==> src/rtl/debug_loader_ctrl.sv <==
// Byte-command debug/loader controller: loads instruction words into IMEM and runs or steps the pipeline.
// Build option: define DBG_TIMEOUT_EN to bound RUN with a MAX_RUN_CYCLES watchdog.

module debug_loader_ctrl #(
`ifdef DBG_TIMEOUT_EN
    parameter int                  MAX_RUN_CYCLES = 4096,
`endif
    parameter int                  NB_DATA   = 32,
    parameter int                  NB_IADDR  = 8,
    parameter logic [NB_DATA-1:0]  HALT_WORD = 32'hFFFF_FFFF,
    parameter logic [7:0]          CMD_LOAD  = 8'h4C,
    parameter logic [7:0]          CMD_RUN   = 8'h52,
    parameter logic [7:0]          CMD_STEP  = 8'h53,
    parameter logic [7:0]          CMD_RST   = 8'h58
) (
    input  logic                clk,
    input  logic                i_rst,
    input  logic [7:0]          i_rx_data,
    input  logic                i_rx_valid,
    input  logic                i_pipe_halted,
    output logic                o_we_IF,
    output logic [NB_DATA-1:0]  o_instruction_data,
    output logic [NB_IADDR-1:0] o_inst_addr,
    output logic                o_run_en,
    output logic                o_pipe_rst,
    output logic                o_busy,
    output logic                o_done,
    output logic                o_err,
    output logic [2:0]          o_state
);

    localparam int NB_BYTES = NB_DATA / 8;
    localparam int NB_BCNT  = $clog2(NB_BYTES);
    localparam logic [NB_BCNT-1:0] LAST_BYTE = NB_BCNT'(NB_BYTES - 1);

    typedef enum logic [2:0] {
        S_IDLE      = 3'd0,
        S_LOAD_BYTE = 3'd1,
        S_LOAD_WR   = 3'd2,
        S_RUN       = 3'd3,
        S_STEP      = 3'd4,
        S_PRST      = 3'd5,
        S_FINISH    = 3'd6
    } state_t;

    state_t                state_q, state_d;
    logic [NB_IADDR-1:0]   addr_q, addr_d;
    logic [NB_BCNT-1:0]    bcnt_q, bcnt_d;
    logic [NB_DATA-9:0]    acc_q, acc_d;
    logic                  we_q, we_d;
    logic [NB_DATA-1:0]    data_q, data_d;
    logic [NB_IADDR-1:0]   oaddr_q, oaddr_d;
    logic                  run_en_q, run_en_d;
    logic                  pipe_rst_q, pipe_rst_d;
    logic                  busy_q, busy_d;
    logic                  done_q, done_d;
    logic                  err_q, err_d;
`ifdef DBG_TIMEOUT_EN
    localparam int NB_RCNT = $clog2(MAX_RUN_CYCLES + 1);
    logic [NB_RCNT-1:0]    run_cnt_q, run_cnt_d;
`endif

    always_comb begin
        state_d    = state_q;
        addr_d     = addr_q;
        bcnt_d     = bcnt_q;
        acc_d      = acc_q;
        we_d       = 1'b0;
        data_d     = data_q;
        oaddr_d    = oaddr_q;
        run_en_d   = 1'b0;
        pipe_rst_d = 1'b0;
        done_d     = 1'b0;
        err_d      = err_q;
`ifdef DBG_TIMEOUT_EN
        run_cnt_d  = run_cnt_q;
`endif
        case (state_q)
            S_IDLE: begin
                if (i_rx_valid) begin
                    case (i_rx_data)
                        CMD_LOAD: begin
                            addr_d     = '0;
                            bcnt_d     = '0;
                            err_d      = 1'b0;
                            pipe_rst_d = 1'b1;
                            state_d    = S_LOAD_BYTE;
                        end
                        // Halt is sampled at decode so a halted pipeline never sees a stray advance.
                        CMD_RUN: begin
                            err_d    = 1'b0;
                            run_en_d = !i_pipe_halted;
`ifdef DBG_TIMEOUT_EN
                            run_cnt_d = '0;
`endif
                            state_d  = S_RUN;
                        end
                        CMD_STEP: begin
                            err_d    = 1'b0;
                            run_en_d = !i_pipe_halted;
                            state_d  = S_STEP;
                        end
                        CMD_RST: begin
                            pipe_rst_d = 1'b1;
                            state_d    = S_PRST;
                        end
                        default: err_d = 1'b1;
                    endcase
                end
            end
            S_LOAD_BYTE: begin
                if (i_rx_valid) begin
                    acc_d  = {acc_q[NB_DATA-17:0], i_rx_data};
                    bcnt_d = bcnt_q + 1'b1;
                    if (bcnt_q == LAST_BYTE) begin
                        bcnt_d  = '0;
                        we_d    = 1'b1;
                        data_d  = {acc_q, i_rx_data};
                        oaddr_d = addr_q;
                        state_d = S_LOAD_WR;
                    end
                end
            end
            S_LOAD_WR: begin
                addr_d = addr_q + 1'b1;
                if (data_q == HALT_WORD) begin
                    done_d  = 1'b1;
                    state_d = S_FINISH;
                end else if (addr_q == '1) begin
                    // Memory full: stop instead of wrapping onto address 0.
                    err_d   = 1'b1;
                    done_d  = 1'b1;
                    state_d = S_FINISH;
                end else begin
                    state_d = S_LOAD_BYTE;
                end
            end
            S_RUN: begin
                if (i_pipe_halted) begin
                    done_d  = 1'b1;
                    state_d = S_FINISH;
                end
`ifdef DBG_TIMEOUT_EN
                else if (run_en_q && run_cnt_q == NB_RCNT'(MAX_RUN_CYCLES - 1)) begin
                    err_d   = 1'b1;
                    done_d  = 1'b1;
                    state_d = S_FINISH;
                end
`endif
                else begin
                    run_en_d = 1'b1;
`ifdef DBG_TIMEOUT_EN
                    run_cnt_d = run_cnt_q + NB_RCNT'(run_en_q);
`endif
                end
            end
            S_STEP, S_PRST: begin
                done_d  = 1'b1;
                state_d = S_FINISH;
            end
            S_FINISH: state_d = S_IDLE;
            default:  state_d = S_IDLE;
        endcase
        busy_d = (state_d != S_IDLE);
    end

    always_ff @(posedge clk or posedge i_rst) begin
        if (i_rst) begin
            state_q    <= S_IDLE;
            addr_q     <= '0;
            bcnt_q     <= '0;
            we_q       <= 1'b0;
            data_q     <= '0;
            oaddr_q    <= '0;
            run_en_q   <= 1'b0;
            pipe_rst_q <= 1'b0;
            busy_q     <= 1'b0;
            done_q     <= 1'b0;
            err_q      <= 1'b0;
`ifdef DBG_TIMEOUT_EN
            run_cnt_q  <= '0;
`endif
        end else begin
            state_q    <= state_d;
            addr_q     <= addr_d;
            bcnt_q     <= bcnt_d;
            we_q       <= we_d;
            data_q     <= data_d;
            oaddr_q    <= oaddr_d;
            run_en_q   <= run_en_d;
            pipe_rst_q <= pipe_rst_d;
            busy_q     <= busy_d;
            done_q     <= done_d;
            err_q      <= err_d;
`ifdef DBG_TIMEOUT_EN
            run_cnt_q  <= run_cnt_d;
`endif
        end
    end

    // Partial-word accumulator is fully overwritten before use, so it needs no reset.
    always_ff @(posedge clk) begin
        acc_q <= acc_d;
    end

    assign o_we_IF            = we_q;
    assign o_instruction_data = data_q;
    assign o_inst_addr        = oaddr_q;
    assign o_run_en           = run_en_q;
    assign o_pipe_rst         = pipe_rst_q;
    assign o_busy             = busy_q;
    assign o_done             = done_q;
    assign o_err              = err_q;
    assign o_state            = state_q;

endmodule

==> config.mk <==
export PLATFORM = sky130hd
export DESIGN_NAME = debug_loader_ctrl
export DESIGN_NICKNAME = d
export VERILOG_FILES = /design/src/rtl/debug_loader_ctrl.sv
export SDC_FILE = /design/constraint.sdc
export NUM_CORES = 1
export LEC_CHECK = 0
export ABC_CLOCK_PERIOD_IN_PS = 3000
export CAP_MARGIN = 20
export CELL_PAD_IN_SITES_DETAIL_PLACEMENT = 0
export CELL_PAD_IN_SITES_GLOBAL_PLACEMENT = 1
export CORE_MARGIN = 3
export CORE_UTILIZATION = 45
export DETAILED_ROUTE_END_ITERATION = 6
export PLACE_DENSITY_LB_ADDON = 0.05
export SLEW_MARGIN = 15
export SYNTH_ARGS = -nofsm -noshare
export SYNTH_HDL_FRONTEND = slang
export SYNTH_SLANG_ARGS = --single-unit
==> constraint.sdc <==
create_clock -name clk -period 3 [get_ports clk]
set_clock_uncertainty 0.1 [all_clocks]
set_input_delay 0.6 -clock clk [delete_from_list [all_inputs] [get_ports clk]]
set_output_delay 0.6 -clock clk [all_outputs]
set_load 0.01 [all_outputs]
=== Word-level counts from Yosys, hierarchy flattened ===
Index checks and enable logic that the tools add are counted.

* Flip-flop bits (word level): 83
* Bits of input ports: 12
* Output and inout bits: 49
* Word-level logic and storage cells: 81

* Add/subtract/negate cells: 2
* Equal/unequal tests: 18
* Muxes and demuxes: 35
* Reductions and logical operators: 14

{| class="wikitable"
|+ Operators by type and width
! operator !! count
|-
| == test 32 bit, second input constant || 1
|-
| == test 8 x 7 -> 1 bit, second input constant || 4
|-
| two-way mux 3 bit || 6
|-
| two-way mux 8 bit || 2
|-
| one-hot mux 8 bit (2 select lines) || 1
|-
| two-way mux 1 bit || 15
|-
| one-hot mux 3 bit (5 select lines) || 1
|-
| one-hot mux 3 bit (4 select lines) || 1
|-
| inequality test 2 bit, second input constant || 5
|-
| adder 8 x 1 -> 8 bit, second input constant || 1
|-
| == test 8 bit, second input constant || 1
|-
| two-way mux 2 bit || 4
|-
| == test 3 x 2 -> 1 bit, second input constant || 2
|-
| == test 3 bit, second input constant || 2
|-
| one-hot mux 1 bit (2 select lines) || 3
|-
| AND reduction 3 bit || 2
|-
| OR reduction 2 bit || 3
|-
| AND reduction 5 bit || 1
|-
| one-hot mux 2 bit (2 select lines) || 1
|-
| AND reduction 4 bit || 1
|-
| nonzero test 2 bit || 2
|-
| == test 3 x 1 -> 1 bit, second input constant || 1
|-
| zero test 3 bit || 1
|-
| one-hot mux 1 bit (3 select lines) || 1
|-
| other kinds (7) || 7
|}

=== Depth between registers and ports, before layout ===
Gate-level depths: netlist (run 1).

* Depth after elaboration: 5
* Gate-level depth with buffers: 6

=== Worst setup path before layout (run 1) ===
No wires, ideal clock.

* Kind: register to register
* From: reg state_q[2], in the netlist o_state[2]
* To: reg oaddr_q[0], in the netlist o_inst_addr[0]
* Arrival: 1,839 ps
* Required time: 2,775 ps
* Slack: 936 ps
* Cell stages (with the launch flop): 7
* Path buffers: 1
* Path through: dfrtp_1 > nand2b_1 > or2_4 > inv_2 > nand2_4 > buf_6 > mux2_4

* Cells in the longest elaborated chain, start to end: 2

{| class="wikitable"
|+ Ends and longest elaborated chain
! element !! RTL line !! RTL
|-
| from (decl) || 46 || <nowiki>state_t state_q, state_d;</nowiki>
|-
| from (signal assigned) || 184 || <nowiki>state_q <= state_d;</nowiki>
|-
| == test 3 x 1 -> 1 bit || 78 || <nowiki>case (state_q)</nowiki>
|-
| AND reduction 3 bit (no line) || - ||
|-
| to (signal assigned) || 189 || <nowiki>oaddr_q <= oaddr_d;</nowiki>
|-
| to (decl) || 52 || <nowiki>logic [NB_IADDR-1:0] oaddr_q, oaddr_d;</nowiki>
|}

Every way passes these cells.
A chain may end at the register's enable or synchronous reset.

=== Worst setup path in the final report (run 1) ===
* From: in i_rx_data[4]
* To: reg addr_q[5]

* Cells in the longest elaborated chain, start to end: 3

{| class="wikitable"
|+ Ends and longest elaborated chain
! element !! RTL line !! RTL
|-
| from (decl) || 18 || <nowiki>input logic [7:0] i_rx_data,</nowiki>
|-
| == test 8 x 7 -> 1 bit || 81 || <nowiki>case (i_rx_data)</nowiki>
|-
| inequality test 2 x 1 -> 1 bit (no line) || - ||
|-
| AND reduction 3 bit (no line) || - ||
|-
| to (signal assigned) || 185 || <nowiki>addr_q <= addr_d;</nowiki>
|-
| to (decl) || 47 || <nowiki>logic [NB_IADDR-1:0] addr_q, addr_d;</nowiki>
|}

Every way passes these cells.

==> results of run 1 <==
worst min-delay path by stage:
stage | start | to | slack [ps] | cells past startpoint
3_5_place_dp | acc_q[12] | acc_q[20] | 340 | 0
2_1_floorplan | acc_q[2] | acc_q[10] | 330 | 0
3_3_place_gp | acc_q[13] | acc_q[21] | 330 | 0
4_1_cts | acc_q[6] | acc_q[14] | 350 | 0
5_1_grt | acc_q[12] | acc_q[20] | 370 | 0
6_report | acc_q[6] | acc_q[14] | 350 | 0
per-layer routing:
| layer | vias up | global-route usage | part of all wire | routed length [um] |
|---|---|---|---|---|
| li1 | 1021 | - | - | - |
| met1 | 1090 | 0.2548 | 0.51 | 3568 |
| met2 | 51 | 0.2323 | 0.45 | 3137 |
| met3 | 6 | 0.04542 | 0.040 | 279 |
| met4 | 0 | 0.04327 | 0.0082 | 58 |
| met5 | - | 0 | 0 | 0 |
Yosys cell counts, types with 4 or more instances:
library cell	number	area share
nand3_1	8	0.011
or3_1	4	0.0071
dfrtp_1	59	0.42
nand4_1	10	0.018
inv_1	6	0.0064
buf_6	4	0.013
edfxtp_1	24	0.20
o21ai_0	9	0.013
mux2_4	39	0.17
nand2_1	6	0.0064
a21oi_1	11	0.016
power breakdown:
part           internal, W  leakage (nW)  total [W]  switching [W]
logic             0.000847         0.855    0.00134       0.000495
clock network     0.000470         0.101   0.000872       0.000402
registers          0.00153          1.00    0.00185       0.000316
registers in the layout, indices dropped and copies added (netlist names):
signal / flops
addr_q: 8
o_inst_addr: 8
o_run_en: 1
acc_q: 24
o_pipe_rst: 1
o_err: 1
o_we_IF: 1
o_instruction_data: 32
bcnt_q: 2
o_done: 1
o_state: 3
o_busy: 1
area by class of cell:
type	instances	area (sq um)
sequential	83	2197
clock buffer	10	127.6
inverter	7	26.28
fill	618	2973
tap	99	123.9
multi-input combinational	136	1249
timing repair buffer	65	663.1
clock inverter	6	87.58
worst register-to-register path, cell delays in order (launching register included):
cell and delay [ps]:
dfrtp_1 500, nand2b_1 240, or2_4 280, inv_2 80, nand2_4 100, buf_12 230, mux2_4 340
logic make-up (layout without fill, tap and decap cells):
| logic type | count (synthesis) | after routing |
|---|---|---|
| xor gates and xnor gates | 1 | 1 |
| buffers and inverters | 14 | 88 |
| DFF | 83 | 83 |
| muxes | 40 | 40 |
| AOI/OAI and AO/OA | 34 | 34 |
| adders and majority gates | 2 | 2 |
| and+or+nand+nor | 59 | 59 |
cell usage in the layout, fill, tap and decap left out, drive strengths merged, types with 4 or more instances in the layout:
cell / netlist / final
a21oi: 11 / 11
buf: 6 / 5
clkbuf: 1 / 10
clkdlybuf4s50: 0 / 60
dfrtp: 59 / 59
edfxtp: 24 / 24
inv: 7 / 8
mux2: 40 / 40
nand2: 7 / 7
nand3: 8 / 8
nand4: 10 / 10
nor4: 4 / 4
o21ai: 9 / 9
or3: 4 / 4
per-stage QoR:
stage | area (sq um) | hold slack [ps] | utilization | std cells | setup WS [ps]
after floorplan | 3531 | 326.6 | - | 233 | 843.7
after global placement | 4259 | 332.0 | 0.5719 | 390 | 314.2
after detailed placement | 4259 | 335.3 | 0.5719 | 390 | 268.7
after CTS | 4474 | 354.2 | 0.6008 | 406 | 641.2
after global routing | 4474 | 367.6 | 0.6008 | 406 | 458.4
final | 4474 | 349.4 | 0.6008 | 406 | 622.9
==> out/qor.csv, run 1 <==
stage,metric,value,unit
outcome,outcome,completed,
global_route,GRT Util Overall,0.1662,
die,Die Height,94.58,um
drt,DRC viols,0,
global_route,initial antenna violation count,0,
power,leakage,1.955,nW
synth,Synth Area in Compound Gates,0.06060,
worst_hold_path,worst min path class,reg2reg,
timing,worst-margin pin slew,573.6,ps
die,effective utilization at floorplan,0.4741,
final_layout,antenna cells,0,
clock_network,Post-CTS Setup Bufs,0,
timing,relative slew slack,0.6164,
synth,synthesized instance count,233,
drt,antenna-violating nets left,0,
clock_network,CTS buffer count,9,
clock_network,CTS Sinks,83,
synth,mux cell area share after synthesis,0.1690,
worst_setup_path,CP cell instances,clkdlybuf4s50_1 > nor4b_4 > a31oi_2 > or4_1 > a21oi_1,
synth,Synth Warn #,0,
global_route,first-pass GRT wire length,11160,um
worst_setup_path,Buf/Inv on CP,1,
worst_setup_path,R2R Path End,o_inst_addr[4],
synth,Post-Synthesis Cell Area,3531,sq um
worst_setup_path,critical path endpoint,addr_q[5],
synth,fraction of synthesis flops using an asynchronous set or reset pin,0.7108,
synth,library cells used by synthesis,48,
worst_setup_path,worst-case reg-to-reg path depth,6,
worst_setup_path,critical path required time,3170,ps
worst_setup_path,flop-to-flop setup slack,1020,ps
synth,sequential share of the synthesized area,0.6223,
synth,main combinational cell family by area after synthesis,multiplexers,
synth,#FFs+latches synth,83,
timing,Tmin final,2377,ps
clock_network,# H-tree levels,3,
synth,synthesized area per cell,15.15,sq um
clock_network,Max Buffers Root-to-Sink,2,
worst_setup_path,crit path from,i_rx_data[4],
timing,Fmax,420.7,MHz
timing,Max Slew Vio Count,0,
worst_setup_path,Max Fanout on Critical Path,14,
synth,number of synthesized flops with an enable pin,24,
final_layout,share of layout cells above drive strength 1,0.2378,
die,number of cell rows,31,
synth,Simple-Gate Fraction of Synth Area,0.1145,
placed_design,GP Congestion,0.8117,
clock_network,CTS tree,yes,
clock_network,"Hold-fix buffers, CTS",0,
worst_setup_path,RR Startpoint,o_state[2],
timing,Final Setup Violations,0,
synth,Post-Synth Adder-Cell Area,0.007087,
worst_setup_path,"CP delay by family, top",simple AND/OR/NAND/NOR gates,
worst_setup_path,critical path class,in2reg,
drt,WL final,7044,um
job,max_cap viols,0,
die,Die Area,8945,sq um
clock_network,post-cts sizing count,0,
power,maximum vdd ir drop,0.0003941,V
worst_setup_path,Worst Setup End Kind,flop,
power,Final Power,0.004061,W
global_route,number of global-route vias before repair,2044,
die,IO Pins,61,
placed_design,port bufs,60,
die,die width,94.58,um
drt,vias,2168,
worst_setup_path,stages on the worst setup path,5,
drt,Iteration-0 DRC Markers,72,
clock_network,Clock transition at path regs,90,ps
drt,First-pass DRT Iterations,4,
placed_design,DPL Wire Length,4835,um
worst_setup_path,slowest cell on the critical path,clkdlybuf4s50_1,
power,PwrDens,907.7,nW/um^2
clock_network,clock latency on the worst-skew pair,340,ps
drt,vias per cell,5.340,
worst_setup_path,Critical Path Max Stage Delay,540,ps
synth,Synth Flop Type,dfrtp_1,
timing,setup_tns,0,ps
worst_setup_path,Startpoint Class,input pin,
synth,"Net Count, Synth",247,
global_route,largest net degree at the start of global routing,60,
timing,unrepaired setup endpoints after global routing,false,
timing,"Hold Vio Cnt, Final",0,
drt,DR WL/cell,17.35,um
worst_setup_path,WP data arrival,2550,ps
final_layout,Synth-to-Final Area Change,26.72,%
die,core box area,7447,sq um
timing,crit share post-route,0.7924,
global_route,gr ovfl total,0,
synth,post-synthesis xor/xnor area fraction,0.002481,
clock_network,clock root cell,clkbuf_8,
final_layout,nets,316,
(Power assumes the default switching activity.)
==> run 2, diff against run 1 <==
--- a/config.mk
+++ b/config.mk
@@ -5,12 +5,12 @@
 export SDC_FILE = /design/constraint.sdc
 export NUM_CORES = 1
 export LEC_CHECK = 0
-export ABC_CLOCK_PERIOD_IN_PS = 3000
+export ABC_CLOCK_PERIOD_IN_PS = 2400
 export CAP_MARGIN = 20
 export CELL_PAD_IN_SITES_DETAIL_PLACEMENT = 0
 export CELL_PAD_IN_SITES_GLOBAL_PLACEMENT = 1
 export CORE_MARGIN = 3
-export CORE_UTILIZATION = 45
+export CORE_UTILIZATION = 43
 export DETAILED_ROUTE_END_ITERATION = 6
 export PLACE_DENSITY_LB_ADDON = 0.05
 export SLEW_MARGIN = 15
==> constraint.sdc (replaced) <==
create_clock -name clk -period 2.4 [get_ports clk]
set_clock_uncertainty 0.1 [all_clocks]
set_input_delay 0.48 -clock clk [delete_from_list [all_inputs] [get_ports clk]]
set_output_delay 0.48 -clock clk [all_outputs]
set_load 0.01 [all_outputs]
==> run 2 against run 1 <==
  * First-iteration DRC count increased by 21%
  * Core utilization is 1.7 points lower
  * Sequential power up 24%
  * Register-to-register slack got worse by 550 ps
  * Count of clock-buffer cells in the layout decreased by 1
  * Power increased by 26%
  * Sequential share of layout area fell by 1.2 points
  * Cell count is 3.9% higher
==> out/qor.csv, run 2 (synthesized netlist as in run 1, its figures left out) <==
stage,metric,value,unit,change
outcome,outcome,completed,,
timing,Max Slew Vio Count,0,,unchanged
timing,setup_tns,0,ps,unchanged
drt,DR WL/cell,17.49,um,+0.81%
timing,"Hold Vio Cnt, Final",0,,unchanged
power,Clock power frac,0.216,,about the same
drt,First-pass DRT Iterations,4,,unchanged
worst_setup_path,flop-to-flop setup slack,470,ps,-550 ps
timing,Tmin final,2105,ps,
job,max_cap viols,0,,unchanged
timing,Final Setup Violations,0,,unchanged
final_layout,share of layout cells above drive strength 1,0.2719,,+0.03409
worst_setup_path,WP data arrival,2260,ps,-290 ps
worst_hold_path,worst min path class,in2async,,
worst_setup_path,Startpoint Class,input pin,,
global_route,number of global-route vias before repair,2261,,+11%
final_layout,antenna cells,0,,unchanged
worst_setup_path,critical path required time,2560,ps,-610 ps
worst_setup_path,crit path from,i_rx_data[4],,
worst_setup_path,critical path endpoint,o_state[0],,
die,number of cell rows,32,,+3.2%
final_layout,Synth-to-Final Area Change,29.80,%,
worst_setup_path,slowest cell on the critical path,clkdlybuf4s50_1,,
drt,vias,2203,,+1.6%
power,Final Power,0.005132,W,+26%
clock_network,clock latency on the worst-skew pair,340,ps,about the same
worst_setup_path,Worst Setup End Kind,flop,,
placed_design,port bufs,60,,unchanged
worst_setup_path,R2R Path End,addr_q[3],,
timing,Fmax,475.1,MHz,
worst_setup_path,RR Startpoint,o_state[1],,
clock_network,CTS Sinks,83,,unchanged
power,PwrDens,1120,nW/um^2,+23%
clock_network,Max Buffers Root-to-Sink,2,,unchanged
worst_setup_path,Max Fanout on Critical Path,4,,-10
die,effective utilization at floorplan,0.4499,,-0.02419
die,Die Height,96.62,um,+2.2%
global_route,initial antenna violation count,0,,unchanged
clock_network,Clock transition at path regs,90,ps,about the same
placed_design,GP Congestion,0.7892,,-2.8%
global_route,GRT Util Overall,0.1652,,-0.001062
worst_setup_path,stages on the worst setup path,6,,+1
clock_network,"Hold-fix buffers, CTS",0,,unchanged
timing,relative slew slack,0.6156,,-0.0008620
clock_network,CTS buffer count,9,,unchanged
worst_setup_path,critical path class,in2reg,,
die,die width,96.62,um,+2.2%
die,IO Pins,61,,unchanged
clock_network,# H-tree levels,3,,unchanged
placed_design,DPL Wire Length,5267,um,+8.9%
drt,antenna-violating nets left,0,,unchanged
timing,crit share post-route,0.8769,,
drt,vias per cell,5.220,,-2.2%
final_layout,final core occ,0.5840,,-0.01678
die,core box area,7848,sq um,+5.4%
power,leakage,2.023,nW,+3.5%
global_route,first-pass GRT wire length,12340,um,+11%
drt,Iteration-0 DRC Markers,87,,+21%
clock_network,clock root cell,clkbuf_8,,
drt,DRC viols,0,,unchanged
power,Sequential Power Share,0.449,,-0.006
worst_setup_path,CP cell instances,clkdlybuf4s50_1 > buf_4 > or3b_2 > nor4_2 > a21oi_1 > o211ai_1,,
final_layout,most frequent cells in the layout,"clkdlybuf4s50_1, dfrtp_1, mux2_4, edfxtp_1, buf_4",,
power,switching share of power,0.3005,,+0.001656
worst_setup_path,Critical Path Max Stage Delay,570,ps,+30 ps
global_route,largest net degree at the start of global routing,34,,-43%
final_layout,"commonest non-fill, non-tap cell in the layout",clkdlybuf4s50_1,,
clock_network,CTS tree,yes,,
worst_setup_path,"CP delay by family, top",simple AND/OR/NAND/NOR gates,,
global_route,gr ovfl total,0,,unchanged
timing,unrepaired setup endpoints after global routing,false,,
die,Die Area,9334,sq um,+4.3%
drt,WL final,7381,um,+4.8%
final_layout,max reg flops,32,,unchanged
clock_network,Post-CTS Setup Bufs,0,,unchanged
power,Switching Power,0.001542,W,+27%
power,Combinational Power Share,0.335,,+0.005
worst_setup_path,Buf/Inv on CP,2,,+1
final_layout,nets,329,,+4.1%
timing,worst-margin pin slew,571.4,ps,-2.155 ps
power,maximum vdd ir drop,0.0004468,V,+13%
worst_setup_path,worst-case reg-to-reg path depth,5,,-1
clock_network,post-cts sizing count,0,,unchanged
power,Cell Int Power,0.003590,W,+26%
## run 2: routing by layer
layer | up-vias | share of wire | track usage
li1 | 1045 | - | -
met1 | 1100 | 0.51 | 0.2593
met4 | 0 | 0.0083 | 0.04860
met5 | - | 0 | 0
met2 | 52 | 0.44 | 0.2288
met3 | 6 | 0.036 | 0.03533
## run 2: final cells by class
cell class,instances,area (sq um)
clock buffer,9,123.9
clock inverter,7,98.84
fill,662,3264
inverter,7,26.28
multi-input combinational,136,1249
sequential,83,2197
tap,102,127.6
timing repair buffer,78,760.7
## run 2: metrics by stage
| step | std cells | instance area (sq um) | setup WS (ps) | hold WS [ps] |
|---|---|---|---|---|
| after floorplan | 233 | 3531 | 336.2 | 326.6 |
| after global placement | 406 | 4360 | -22.65 | 335.9 |
| after detailed placement | 406 | 4360 | -56.87 | 337.3 |
| after CTS | 422 | 4583 | 298.9 | 240.7 |
| after global routing | 422 | 4583 | 146.3 | 257.5 |
| final | 422 | 4583 | 295.4 | 251.8 |
## run 2: worst min-delay path by stage
stage	to	start	slack, ps
finish	o_instruction_data[20]	i_rst	250
global route	o_instruction_data[20]	i_rst	260
CTS	o_instruction_data[20]	i_rst	240
detailed placement	acc_q[17]	acc_q[9]	340
global placement	acc_q[8]	acc_q[0]	340
floorplan	acc_q[10]	acc_q[2]	330
## run 2: power groups by stage
stage | clock (W) | combinational (W) | sequential [W]
after floorplan | 0 | 0.000773 | 0.00237
after global placement | 0 | 0.00172 | 0.00233
after detailed placement | 0 | 0.00174 | 0.00234
after CTS | 0.00114 | 0.00174 | 0.00231
after global routing | 0.00120 | 0.00184 | 0.00238
final | 0.00111 | 0.00172 | 0.00230
==> run 3, diff against run 2 <==
--- a/config.mk
+++ b/config.mk
@@ -10,7 +10,7 @@
 export CELL_PAD_IN_SITES_DETAIL_PLACEMENT = 0
 export CELL_PAD_IN_SITES_GLOBAL_PLACEMENT = 1
 export CORE_MARGIN = 3
-export CORE_UTILIZATION = 43
+export CORE_UTILIZATION = 42
 export DETAILED_ROUTE_END_ITERATION = 6
 export PLACE_DENSITY_LB_ADDON = 0.05
 export SLEW_MARGIN = 15
==> constraint.sdc (replaced) <==
create_clock -name clk -period 2.4 [get_ports clk]
set_clock_uncertainty 0.1 [all_clocks]
set_input_delay 0.48 -clock clk [delete_from_list [all_inputs] [get_ports clk]]
set_output_delay 0.48 -clock clk [all_outputs]
set_load 0.02 [all_outputs]
==> run 3 against run 2 <==
  * Sequential power hardly changed
  * Fmax decreased by 1.7%
  * Combinational power is 13% higher
  * Sequential share of layout area grew 0.26 points
  * Highest routed layer unchanged
==> out/qor.csv, run 3 (synthesized netlist as in run 1, its figures left out) <==
stage,metric,value,unit,change
outcome,outcome,completed,,
global_route,GRT Util Overall,0.1566,,-0.008572
timing,Final Setup Violations,0,,unchanged
global_route,number of global-route vias before repair,2309,,+2.1%
final_layout,nets,330,,+0.30%
worst_setup_path,Max Fanout on Critical Path,9,,+5
drt,WL final,7090,um,-3.9%
timing,post-route setup slack,258.2,ps,-37.18 ps
die,number of cell rows,32,,unchanged
drt,First-pass DRT Iterations,4,,unchanged
worst_setup_path,Worst Setup End Kind,output pin,,
clock_network,Post-CTS Setup Bufs,0,,unchanged
final_layout,"commonest non-fill, non-tap cell in the layout",clkdlybuf4s50_1,,
clock_network,CTS Sinks,83,,unchanged
placed_design,Placement Setup Slack,-18.20,ps,+38.66 ps
timing,Fmax,466.9,MHz,-1.7%
placed_design,DPL Wire Length,5108,um,-3.0%
final_layout,share of layout cells above drive strength 1,0.2741,,+0.002268
global_route,largest net degree at the start of global routing,60,,+76%
power,Final Power,0.005150,W,+0.34%
global_route,initial antenna violation count,0,,unchanged
global_route,gr ovfl total,0,,unchanged
drt,DR WL/cell,16.76,um,-4.2%
final_layout,Synth-to-Final Area Change,29.09,%,
timing,worst-margin pin slew,568.7,ps,-2.709 ps
clock_network,post-cts sizing count,0,,unchanged
worst_setup_path,slowest cell on the critical path,clkdlybuf4s50_1,,
clock_network,Clock transition at path regs,80,ps,about the same
final_layout,max reg flops,32,,unchanged
worst_setup_path,Critical Path Max Stage Delay,680,ps,+110 ps
clock_network,CTS tree,yes,,
timing,unrepaired setup endpoints after global routing,false,,
timing,worst hold margin,347.3,ps,+95.57 ps
job,max_cap viols,0,,unchanged
clock_network,clock latency on the worst-skew pair,340,ps,about the same
timing,Max Slew Vio Count,0,,unchanged
global_route,first-pass GRT wire length,11910,um,-3.5%
clock_network,# H-tree levels,3,,unchanged
placed_design,port bufs,60,,unchanged
timing,relative slew slack,0.6174,,+0.001822
die,Die Height,97.69,um,+1.1%
worst_setup_path,Buf/Inv on CP,1,,-1
die,effective utilization at floorplan,0.4454,,-0.004545
worst_setup_path,critical path class,reg2out,,
worst_setup_path,critical path required time,1820,ps,-740 ps
drt,vias,2190,,-0.59%
drt,routed wl met3,330,um,+24%
worst_setup_path,WP data arrival,1560,ps,-700 ps
power,maximum vdd ir drop,0.0005731,V,+28%
clock_network,clock root cell,clkbuf_8,,
drt,Iteration-0 DRC Markers,78,,-10%
drt,vias per cell,5.177,,-0.83%
clock_network,CTS buffer count,9,,unchanged
drt,highest routed layer,met4,,
placed_design,dpl cells,407,,+0.25%
placed_design,GP Congestion,0.8435,,+6.9%
worst_setup_path,CP cell instances,clkdlybuf4s50_1,,
power,PwrDens,1130,nW/um^2,+0.89%
timing,crit share post-route,0.8924,,+0.01549
final_layout,final core occ,0.5750,,-0.009056
drt,DRC viols,0,,unchanged
clock_network,"Hold-fix buffers, CTS",0,,unchanged
die,die width,97.69,um,+1.1%
clock_network,Max Buffers Root-to-Sink,2,,unchanged
die,core box area,7928,sq um,+1.0%
worst_hold_path,worst min path class,reg2reg,,
drt,WL met1,3560,um,-5.8%
worst_setup_path,Startpoint Class,flop,,
final_layout,Non-Filler Instances,423,,+0.24%
worst_setup_path,"CP delay by family, top",buffers and inverters,,
timing,Tmin final,2142,ps,+37.18 ps
power,leakage,2.010,nW,-0.68%
die,Die Area,9543,sq um,+2.2%
drt,antenna-violating nets left,0,,unchanged
drt,met2 WL post-DR,3090,um,-5.5%
final_layout,antenna cells,0,,unchanged
final_layout,most frequent cells in the layout,"clkdlybuf4s50_1, dfrtp_1, mux2_4, edfxtp_1, buf_4",,
timing,"Hold Vio Cnt, Final",0,,unchanged
die,IO Pins,61,,unchanged
## run 3: cell count changes in the layout (fill, tap and decap cells not counted)
| cell | before | now |
|---|---|---|
| clkbuf_1 | 0 | 1 |
| clkinv_2 | 0 | 1 |
| bufinv_16 | 2 | 0 |
| clkinvlp_4 | 2 | 3 |
| buf_12 | 2 | 3 |
| clkbuf_8 | 9 | 10 |
| inv_8 | 1 | 0 |
| clkinv_1 | 1 | 0 |
## run 3: final timing paths
| path | end | slack [ps] | startpoint | cells after the start |
|---|---|---|---|---|
| setup / recovery | o_state[0] | 260 | o_state[0] | 1 |
| hold / removal | acc_q[20] | 350 | acc_q[12] | 0 |
| setup reg to reg | o_instruction_data[17] | 480 | o_state[2] | 6 |
| hold reg to reg | acc_q[20] | 350 | acc_q[12] | 0 |
| max in group asynchronous | o_instruction_data[1] | 1510 | i_rst | 3 |
| min in group asynchronous | o_instruction_data[29] | 400 | i_rst | 3 |
## run 3: final cells by class
type,count,area (sq um)
Timing Repair Buffer,79,780.7
Clock buffer,11,141.4
Sequential cell,83,2197
Fill cell,676,3369
Clock inverter,5,36.28
Multi-Input combinational cell,136,1249
Inverter,7,26.28
Tap cell,102,127.6
## run 3: metal layers
metal | vias up | global-route usage
li1 | 1046 | -
met1 | 1078 | 0.2281
met2 | 56 | 0.2277
met3 | 10 | 0.04164
met4 | 0 | 0.05005
met5 | - | 0
## run 3: report_power, final
group          total [W]  switching (W)  internal [W]
clock network   0.000898       0.000492      0.000406
logic            0.00195       0.000863       0.00109
registers        0.00230       0.000389       0.00191
total            0.00515        0.00174       0.00341
## run 3: through the flow
| step | TNS, ps | area (sq um) |
|---|---|---|
| 6_report | 0 | 4558 |
| 4_1_cts | 0 | 4558 |
| 5_1_grt | 0 | 4558 |
| 3_3_place_gp | 0 | 4380 |
| 2_1_floorplan | 0 | 3531 |
| 3_5_place_dp | -37.18 | 4380 |
